==> src/rtl/occupancy_pkg.sv <==
// Shared occupancy-tracker definitions: default parameters, popcount and the clamp decision.
package occupancy_pkg;

    localparam int unsigned N_DOORS_DEF     = 4;
    localparam int unsigned CNT_W_DEF       = 8;
    localparam int unsigned DEB_CYCLES_DEF  = 4;
    localparam int unsigned NEAR_MARGIN_DEF = 2;
    localparam int unsigned MAX_DOORS       = 32;
    localparam int unsigned POP_W           = 6;

    typedef enum logic [1:0] {
        SEL_SUM  = 2'd0,
        SEL_ZERO = 2'd1,
        SEL_HOLD = 2'd2
    } occ_sel_e;

    typedef struct packed {
        occ_sel_e sel;
        logic     overflow;
        logic     underflow;
    } sat_res_t;

    function automatic logic [POP_W-1:0] popcount(input logic [MAX_DOORS-1:0] v);
        logic [POP_W-1:0] c;
        c = '0;
        for (int i = 0; i < int'(MAX_DOORS); i++) begin
            c = c + POP_W'(v[i]);
        end
        return c;
    endfunction

    // Width-independent clamp decision; SEL_HOLD means keep max(occupancy, limit).
    function automatic sat_res_t sat_update(input logic sum_neg,
                                            input logic sum_gt_max,
                                            input logic in_gt_out);
        sat_res_t r;
        r.sel       = SEL_SUM;
        r.overflow  = 1'b0;
        r.underflow = 1'b0;
        if (sum_neg) begin
            r.sel       = SEL_ZERO;
            r.underflow = 1'b1;
        end else if (sum_gt_max && in_gt_out) begin
            r.sel      = SEL_HOLD;
            r.overflow = 1'b1;
        end
        return r;
    endfunction

endpackage

==> src/rtl/multi_door_occupancy_tracker_if.sv <==
// Sensor inputs and status outputs of the occupancy tracker.
interface multi_door_occupancy_tracker_if #(
    parameter int unsigned N_DOORS = 4,
    parameter int unsigned CNT_W   = 8
);
    logic [N_DOORS-1:0] entry_sensor;
    logic [N_DOORS-1:0] exit_sensor;
    logic [CNT_W-1:0]   max_occupancy;
    logic               clear_err;
    logic [CNT_W-1:0]   occupancy;
    logic               max_capacity;
    logic               near_capacity;
    logic               entry_denied;
    logic               overflow_err;
    logic               underflow_err;

    modport master (
        output entry_sensor, exit_sensor, max_occupancy, clear_err,
        input  occupancy, max_capacity, near_capacity, entry_denied,
               overflow_err, underflow_err
    );

    modport slave (
        input  entry_sensor, exit_sensor, max_occupancy, clear_err,
        output occupancy, max_capacity, near_capacity, entry_denied,
               overflow_err, underflow_err
    );
endinterface

==> src/rtl/sensor_debounce.sv <==
// One sensor bit: 2-flop synchroniser, stable-count debouncer, registered rising-edge pulse.
module sensor_debounce #(
    parameter int unsigned DEB_CYCLES = 4
) (
    input  logic clk,
    input  logic rst,
    input  logic i_raw,
    output logic o_rise
);
    localparam int unsigned DCNT_W = (DEB_CYCLES > 1) ? $clog2(DEB_CYCLES) : 1;
    localparam logic [DCNT_W-1:0] CNT_LAST = DCNT_W'(DEB_CYCLES - 1);

    logic              r_sync1;
    logic              r_sync2;
    logic              r_filt;
    logic              r_filt_q;
    logic              r_rise;
    logic [DCNT_W-1:0] r_cnt;

    always_ff @(posedge clk) begin
        if (rst) begin
            r_sync1  <= 1'b0;
            r_sync2  <= 1'b0;
            r_filt   <= 1'b0;
            r_filt_q <= 1'b0;
            r_rise   <= 1'b0;
            r_cnt    <= '0;
        end else begin
            r_sync1  <= i_raw;
            r_sync2  <= r_sync1;
            r_filt_q <= r_filt;
            r_rise   <= r_filt & ~r_filt_q;
            // Filtered level flips on the DEB_CYCLES-th consecutive disagreeing cycle.
            if (r_sync2 == r_filt) begin
                r_cnt <= '0;
            end else if (r_cnt == CNT_LAST) begin
                r_filt <= r_sync2;
                r_cnt  <= '0;
            end else begin
                r_cnt <= r_cnt + DCNT_W'(1);
            end
        end
    end

    assign o_rise = r_rise;
endmodule

==> src/rtl/multi_door_occupancy_tracker.sv <==
// Sums debounced entry/exit events from all doors into a clamped occupancy count with status flags.
module multi_door_occupancy_tracker
    import occupancy_pkg::*;
#(
    parameter int unsigned N_DOORS     = N_DOORS_DEF,
    parameter int unsigned CNT_W       = CNT_W_DEF,
    parameter int unsigned DEB_CYCLES  = DEB_CYCLES_DEF,
    parameter int unsigned NEAR_MARGIN = NEAR_MARGIN_DEF
) (
    input  logic                           clk,
    input  logic                           rst,
    multi_door_occupancy_tracker_if.slave  bus
);
    localparam int unsigned SUM_W = CNT_W + 2;

    logic [N_DOORS-1:0] w_entry_ev;
    logic [N_DOORS-1:0] w_exit_ev;
    logic [POP_W-1:0]   w_n_in;
    logic [POP_W-1:0]   w_n_out;
    logic [SUM_W-1:0]   w_sum;
    logic               w_sum_neg;
    logic               w_sum_gt;
    sat_res_t           w_res;
    logic [CNT_W-1:0]   w_next_occ;
    logic [CNT_W-1:0]   w_near_lim;

    logic [CNT_W-1:0]   r_occ;
    logic               r_max_cap;
    logic               r_near_cap;
    logic               r_denied;
    logic               r_ovf;
    logic               r_unf;

    for (genvar d = 0; d < int'(N_DOORS); d++) begin : g_door
        sensor_debounce #(.DEB_CYCLES(DEB_CYCLES)) u_entry (
            .clk    (clk),
            .rst    (rst),
            .i_raw  (bus.entry_sensor[d]),
            .o_rise (w_entry_ev[d])
        );
        sensor_debounce #(.DEB_CYCLES(DEB_CYCLES)) u_exit (
            .clk    (clk),
            .rst    (rst),
            .i_raw  (bus.exit_sensor[d]),
            .o_rise (w_exit_ev[d])
        );
    end

    // Net all doors' events, then pick the clamped next occupancy.
    always_comb begin
        w_n_in     = popcount(MAX_DOORS'(w_entry_ev));
        w_n_out    = popcount(MAX_DOORS'(w_exit_ev));
        w_sum      = SUM_W'(r_occ) + SUM_W'(w_n_in) - SUM_W'(w_n_out);
        w_sum_neg  = w_sum[SUM_W-1];
        w_sum_gt   = !w_sum_neg && (w_sum > SUM_W'(bus.max_occupancy));
        w_res      = sat_update(w_sum_neg, w_sum_gt, w_n_in > w_n_out);
        w_next_occ = CNT_W'(w_sum);
        case (w_res.sel)
            SEL_ZERO: w_next_occ = '0;
            SEL_HOLD: w_next_occ = (r_occ > bus.max_occupancy) ? r_occ : bus.max_occupancy;
            default:  w_next_occ = CNT_W'(w_sum);
        endcase
        w_near_lim = (bus.max_occupancy >= CNT_W'(NEAR_MARGIN))
                   ? bus.max_occupancy - CNT_W'(NEAR_MARGIN) : '0;
    end

    // A new error in the same cycle as clear_err keeps the flag set.
    always_ff @(posedge clk) begin
        if (rst) begin
            r_occ      <= '0;
            r_max_cap  <= 1'b0;
            r_near_cap <= 1'b0;
            r_denied   <= 1'b0;
            r_ovf      <= 1'b0;
            r_unf      <= 1'b0;
        end else begin
            r_occ      <= w_next_occ;
            r_max_cap  <= (w_next_occ >= bus.max_occupancy);
            r_near_cap <= (w_next_occ >= w_near_lim);
            r_denied   <= w_res.overflow;
            r_ovf      <= w_res.overflow  | (r_ovf & ~bus.clear_err);
            r_unf      <= w_res.underflow | (r_unf & ~bus.clear_err);
        end
    end

    assign bus.occupancy     = r_occ;
    assign bus.max_capacity  = r_max_cap;
    assign bus.near_capacity = r_near_cap;
    assign bus.entry_denied  = r_denied;
    assign bus.overflow_err  = r_ovf;
    assign bus.underflow_err = r_unf;
endmodule

==> src/flat_wrapper.sv <==
// flat-port wrapper written by rule: the top's interface ports become plain ports
module multi_door_occupancy_tracker_flat import occupancy_pkg::*;
#(
    parameter int unsigned N_DOORS     = N_DOORS_DEF,
    parameter int unsigned CNT_W       = CNT_W_DEF,
    parameter int unsigned DEB_CYCLES  = DEB_CYCLES_DEF,
    parameter int unsigned NEAR_MARGIN = NEAR_MARGIN_DEF
)
  (clk, rst, bus_entry_sensor, bus_exit_sensor, bus_max_occupancy, bus_clear_err, bus_occupancy, bus_max_capacity, bus_near_capacity, bus_entry_denied, bus_overflow_err, bus_underflow_err);
  multi_door_occupancy_tracker_if #(.N_DOORS(N_DOORS), .CNT_W(CNT_W)) bus_i ();
  input  logic clk;
  input  logic rst;
  input wire logic [$bits(bus_i.entry_sensor)-1:0] bus_entry_sensor;
  input wire logic [$bits(bus_i.exit_sensor)-1:0] bus_exit_sensor;
  input wire logic [$bits(bus_i.max_occupancy)-1:0] bus_max_occupancy;
  input wire logic [$bits(bus_i.clear_err)-1:0] bus_clear_err;
  output wire logic [$bits(bus_i.occupancy)-1:0] bus_occupancy;
  output wire logic [$bits(bus_i.max_capacity)-1:0] bus_max_capacity;
  output wire logic [$bits(bus_i.near_capacity)-1:0] bus_near_capacity;
  output wire logic [$bits(bus_i.entry_denied)-1:0] bus_entry_denied;
  output wire logic [$bits(bus_i.overflow_err)-1:0] bus_overflow_err;
  output wire logic [$bits(bus_i.underflow_err)-1:0] bus_underflow_err;
  assign bus_i.entry_sensor = bus_entry_sensor;
  assign bus_i.exit_sensor = bus_exit_sensor;
  assign bus_i.max_occupancy = bus_max_occupancy;
  assign bus_i.clear_err = bus_clear_err;
  assign bus_occupancy = bus_i.occupancy;
  assign bus_max_capacity = bus_i.max_capacity;
  assign bus_near_capacity = bus_i.near_capacity;
  assign bus_entry_denied = bus_i.entry_denied;
  assign bus_overflow_err = bus_i.overflow_err;
  assign bus_underflow_err = bus_i.underflow_err;
  multi_door_occupancy_tracker #(.N_DOORS(N_DOORS), .CNT_W(CNT_W), .DEB_CYCLES(DEB_CYCLES), .NEAR_MARGIN(NEAR_MARGIN)) u_core (.clk(clk), .rst(rst), .bus(bus_i));
endmodule
==> config.mk <==
export PLATFORM = sky130hd
export DESIGN_NAME = multi_door_occupancy_tracker_flat
export DESIGN_NICKNAME = d
export VERILOG_FILES = /design/src/rtl/occupancy_pkg.sv /design/src/rtl/multi_door_occupancy_tracker_if.sv /design/src/rtl/sensor_debounce.sv /design/src/rtl/multi_door_occupancy_tracker.sv /design/src/flat_wrapper.sv
export SDC_FILE = /design/constraint.sdc
export NUM_CORES = 1
export LEC_CHECK = 0
export CAP_MARGIN = 20
export CELL_PAD_IN_SITES_DETAIL_PLACEMENT = 0
export CELL_PAD_IN_SITES_GLOBAL_PLACEMENT = 1
export CORE_MARGIN = 2
export CORE_UTILIZATION = 49
export CTS_CLUSTER_DIAMETER = 100
export CTS_CLUSTER_SIZE = 40
export DETAILED_ROUTE_END_ITERATION = 16
export GPL_ROUTABILITY_DRIVEN = 0
export GPL_TIMING_DRIVEN = 0
export PLACE_DENSITY_LB_ADDON = 0.1
export SYNTH_ARGS = -nofsm -noshare
export SYNTH_HDL_FRONTEND = slang
export SYNTH_HIERARCHICAL = 1
export SYNTH_SLANG_ARGS = --single-unit
==> constraint.sdc <==
create_clock -name clk -period 13.65 [get_ports clk]
set_input_delay 2.73 -clock clk [delete_from_list [all_inputs] [get_ports clk]]
set_output_delay 2.73 -clock clk [all_outputs]
set_load 0.05 [all_outputs]
==> summary.md <==
| Metric | Value |
|---|---|
| Root Buffer | clkbuf_8 |
| Die H | 94.8 µm |
| Synthesis-to-finish area growth | 17.0% |
| Number of iterations in the first detailed-routing pass | 4 |
| Worst path max stage delay | 0.55 ns |
| Total die area | 8990 µm² |
| Max Buffers Root-to-Sink | 2 |
| Max-slew violation count | 0 |
| Post-Place Cells | 549 |
| Hold Buf Count CTS | 0 |
| IO Count | 32 |
| Clock Latency Late Sink | 0.34 ns |
| Synth top area cells | dfxtp_1 (34%), ha_1 (18%), nor2b_1 (4.3%) |
| Synth top area share | 34.2% |
| Crit path DAT | 6.50 ns |
| Max Cap Viol | 0 |
| Core area | 8090 µm² |
| Final Setup Violations | 0 |
| Largest net degree at the start of global routing | 31 |
| CP Max Fanout | 6 |
| CTS tree | done |
| Pwr Density | 89.3 nW/µm² |
| Setup TNS | 0 ns |
| Setup CP Type | in -> reg |
| Wire length per cell | 13.5 µm |
| Die X | 94.8 µm |
| Synthesized flop and latch total | 69 |
| Post-synth ARST share | 0% |
| Finished Layout Cells | 565 |
| Slowest library cell on the worst path | clkdlybuf4s50_1 |
| Worst vdd ir | 89.2 µV |
| Layout net count | 537 |
| Top_reg_cell synth | dfxtp_1 |
| HP Class | reg -> reg |
| Post-CTS sizing | 0 |
| Initial Utilization | 49.9% |
| Placed Area | 4500 µm² |
| # DRC | 0 |
| RSZ-0062 raised after global routing | false |
| CP required | 13.87 ns |
| Final instance area | 4730 µm² |
| Crit-path cells | clkdlybuf4s50_1, inv_1, ha_1, nand4_1, or3_1, and2_1, nor2_1, o21ai_0, a211oi_1, ha_1, a21o_1, a21oi_1, nor2b_1, o2111ai_1, a211oi_1 |
| Antenna violations before repair | 0 |
| Via-to-Cell Ratio | 5.33 |
| Port Buffers | 31 |
| Post-DP HPWL | 5970 µm |
| EDFF count, synth | 0 |
| Filler cells | 752 |
| Seq/Total Area, Yosys | 34.2% |
| Min Tclk post-route | 6.28 ns |
| Crit end category | register |
| First-pass GRT wire length | 13100 µm |
| Sinks on Clock Net | 69 |
| Final hold vios | 0 |
| Outcome | finished, final reports clean |
| Synth Net Count | 494 |
| Worst-Margin Slew | 0.580 ns |
| Worst Skew | 0.00702 ns |
| Post-synthesis instance area | 4040 µm² |
| Vias in the first global route | 2759 |
| Synthesis Warnings | 6 |
| Top cell type by total area after synthesis | dfxtp_1 |
| Power Total | 0.422 mW |
| GRT Total Usage | 18.4% |
| DR vias | 3012 |
| Commonest non-fill, non-tap cell in the layout | dfxtp_1 |
| Cells after Synth | 412 |
| Slew HR | 61.4% |
| CP bufs+invs | 2 |
| Overflow after GRT | 0 |
| Routed Antenna Nets | 0 |
| Syn avg cell area | 9.81 µm² |
| Layout cell share with drive strength beyond 1 | 10.4% |
| Top achievable clock speed | 0.159 GHz |
| DR iter-0 viols | 134 |
| Crit path launch type | input port |
| Hold Slack | 0.382 ns |
| LEAKAGE | 2.11 nW |
| Final WL | 7620 µm |
| Post-CTS repair timing setup buffer count | 0 |
| Final Cycle Share | 46.0% |
| Antenna fix cells | 0 |
| Most frequent cells in the layout | dfxtp_1 (69), ha_1 (59), inv_1 (41) |
| Rows | 33 |
| CTS buffer count | 9 |
| Synth unique cells | 54 |
| Largest delay share family, worst path | simple AND/OR/NAND/NOR gates |
| H-tree depth | 3 |
| Register clock-pin slew on the reported worst setup and hold paths | 0.08 ns |
[flip-flops by register name, summed over array words and instances (netlist names)]
register	count
u_core/bus.max_capacity	1
u_core/g_door.u_entry/r_filt	4
u_core/g_door.u_exit/r_filt_q	4
u_core/g_door.u_entry/r_sync2	4
u_core/g_door.u_entry/r_cnt	8
u_core/g_door.u_entry/r_filt_q	4
u_core/bus.underflow_err	1
u_core/g_door.u_exit/o_rise	4
u_core/bus.entry_denied	1
u_core/bus.overflow_err	1
u_core/g_door.u_exit/r_cnt	8
u_core/g_door.u_exit/r_sync1	4
u_core/bus.near_capacity	1
u_core/bus.occupancy	8
u_core/g_door.u_entry/o_rise	4
u_core/g_door.u_exit/r_sync2	4
u_core/g_door.u_entry/r_sync1	4
u_core/g_door.u_exit/r_filt	4
[area by class of cell]
type,count,area [µm²],share of cell area (%)
plain buffers,4,20.0,0.424
clock buffers,9,124,2.62
clock inverters,7,105,2.22
inverters,41,154,3.26
multi-input cells,298,2490,52.6
flip-flops and latches,69,1380,29.2
well taps,105,131,2.78
repair buffers,32,325,6.88
[synthesized netlist by cell type, types with 2 or more instances]
master     instances
dfxtp_1           69
fa_1               4
o22ai_1            5
nor2_1            19
inv_1             41
nand4_1            4
nor4b_2            8
xnor2_1           15
o2111ai_1          3
and3_1             3
a21o_1             9
a22o_1             2
ha_1              59
and2_1             3
nor2b_2            8
nand3_1            7
nand2_1           15
nor3_1             6
a211oi_1          19
a21oi_1           17
o21a_1             3
o211a_1            2
clkbuf_1           2
o21ai_0            7
nor2b_1           28
xor2_1             2
o211ai_1           2
mux2i_1            9
nand2b_1           5
o21bai_1           3
nor4_1             8
or2_2              3
[cell families (layout without fill, tap and decap cells)]
group | after synthesis | after routing | share of synthesized area [%]
xor+xnor | 18 | 18 | 4.09
fa+ha+maj | 64 | 64 | 20.5
flops | 69 | 69 | 34.2
compound gates | 85 | 85 | 15.7
simple gates | 122 | 122 | 19.0
mux | 9 | 9 | 2.23
buf+inv | 45 | 93 | 4.30
[through the flow]
stage               worst slack (ns)  utilization (%)
CTS                             7.43             58.4
finish                          7.37             58.4
floorplan                       8.23                -
global route                    7.13             58.4
detailed placement              7.08             55.6
global placement                6.94             55.4
[final timing paths]
path	end	depth (start not counted)	slack, ns	from
hold reg to reg	u_core/g_door[0].u_entry/o_rise	1	0.38	u_core/g_door[0].u_entry/r_filt_q
setup reg to reg	u_core/bus.max_capacity	26	7.48	u_core/g_door[0].u_exit/o_rise
hold / removal	u_core/g_door[0].u_entry/o_rise	1	0.38	u_core/g_door[0].u_entry/r_filt_q
setup / recovery	u_core/bus.max_capacity	15	7.37	bus_max_occupancy[3]
[metal layers]
layer	track usage, %	wire length, µm
met5	0	0
met4	4.71	30
met3	4.47	361
met2	29.0	3420
met1	25.4	3800
[report_power, final]
group          switching, mW  internal (mW)  total, mW
Sequential           0.00119          0.204      0.205
Combinational         0.0138         0.0131     0.0269
Clock                 0.0840          0.106      0.190
(Power assumes the default switching activity.)
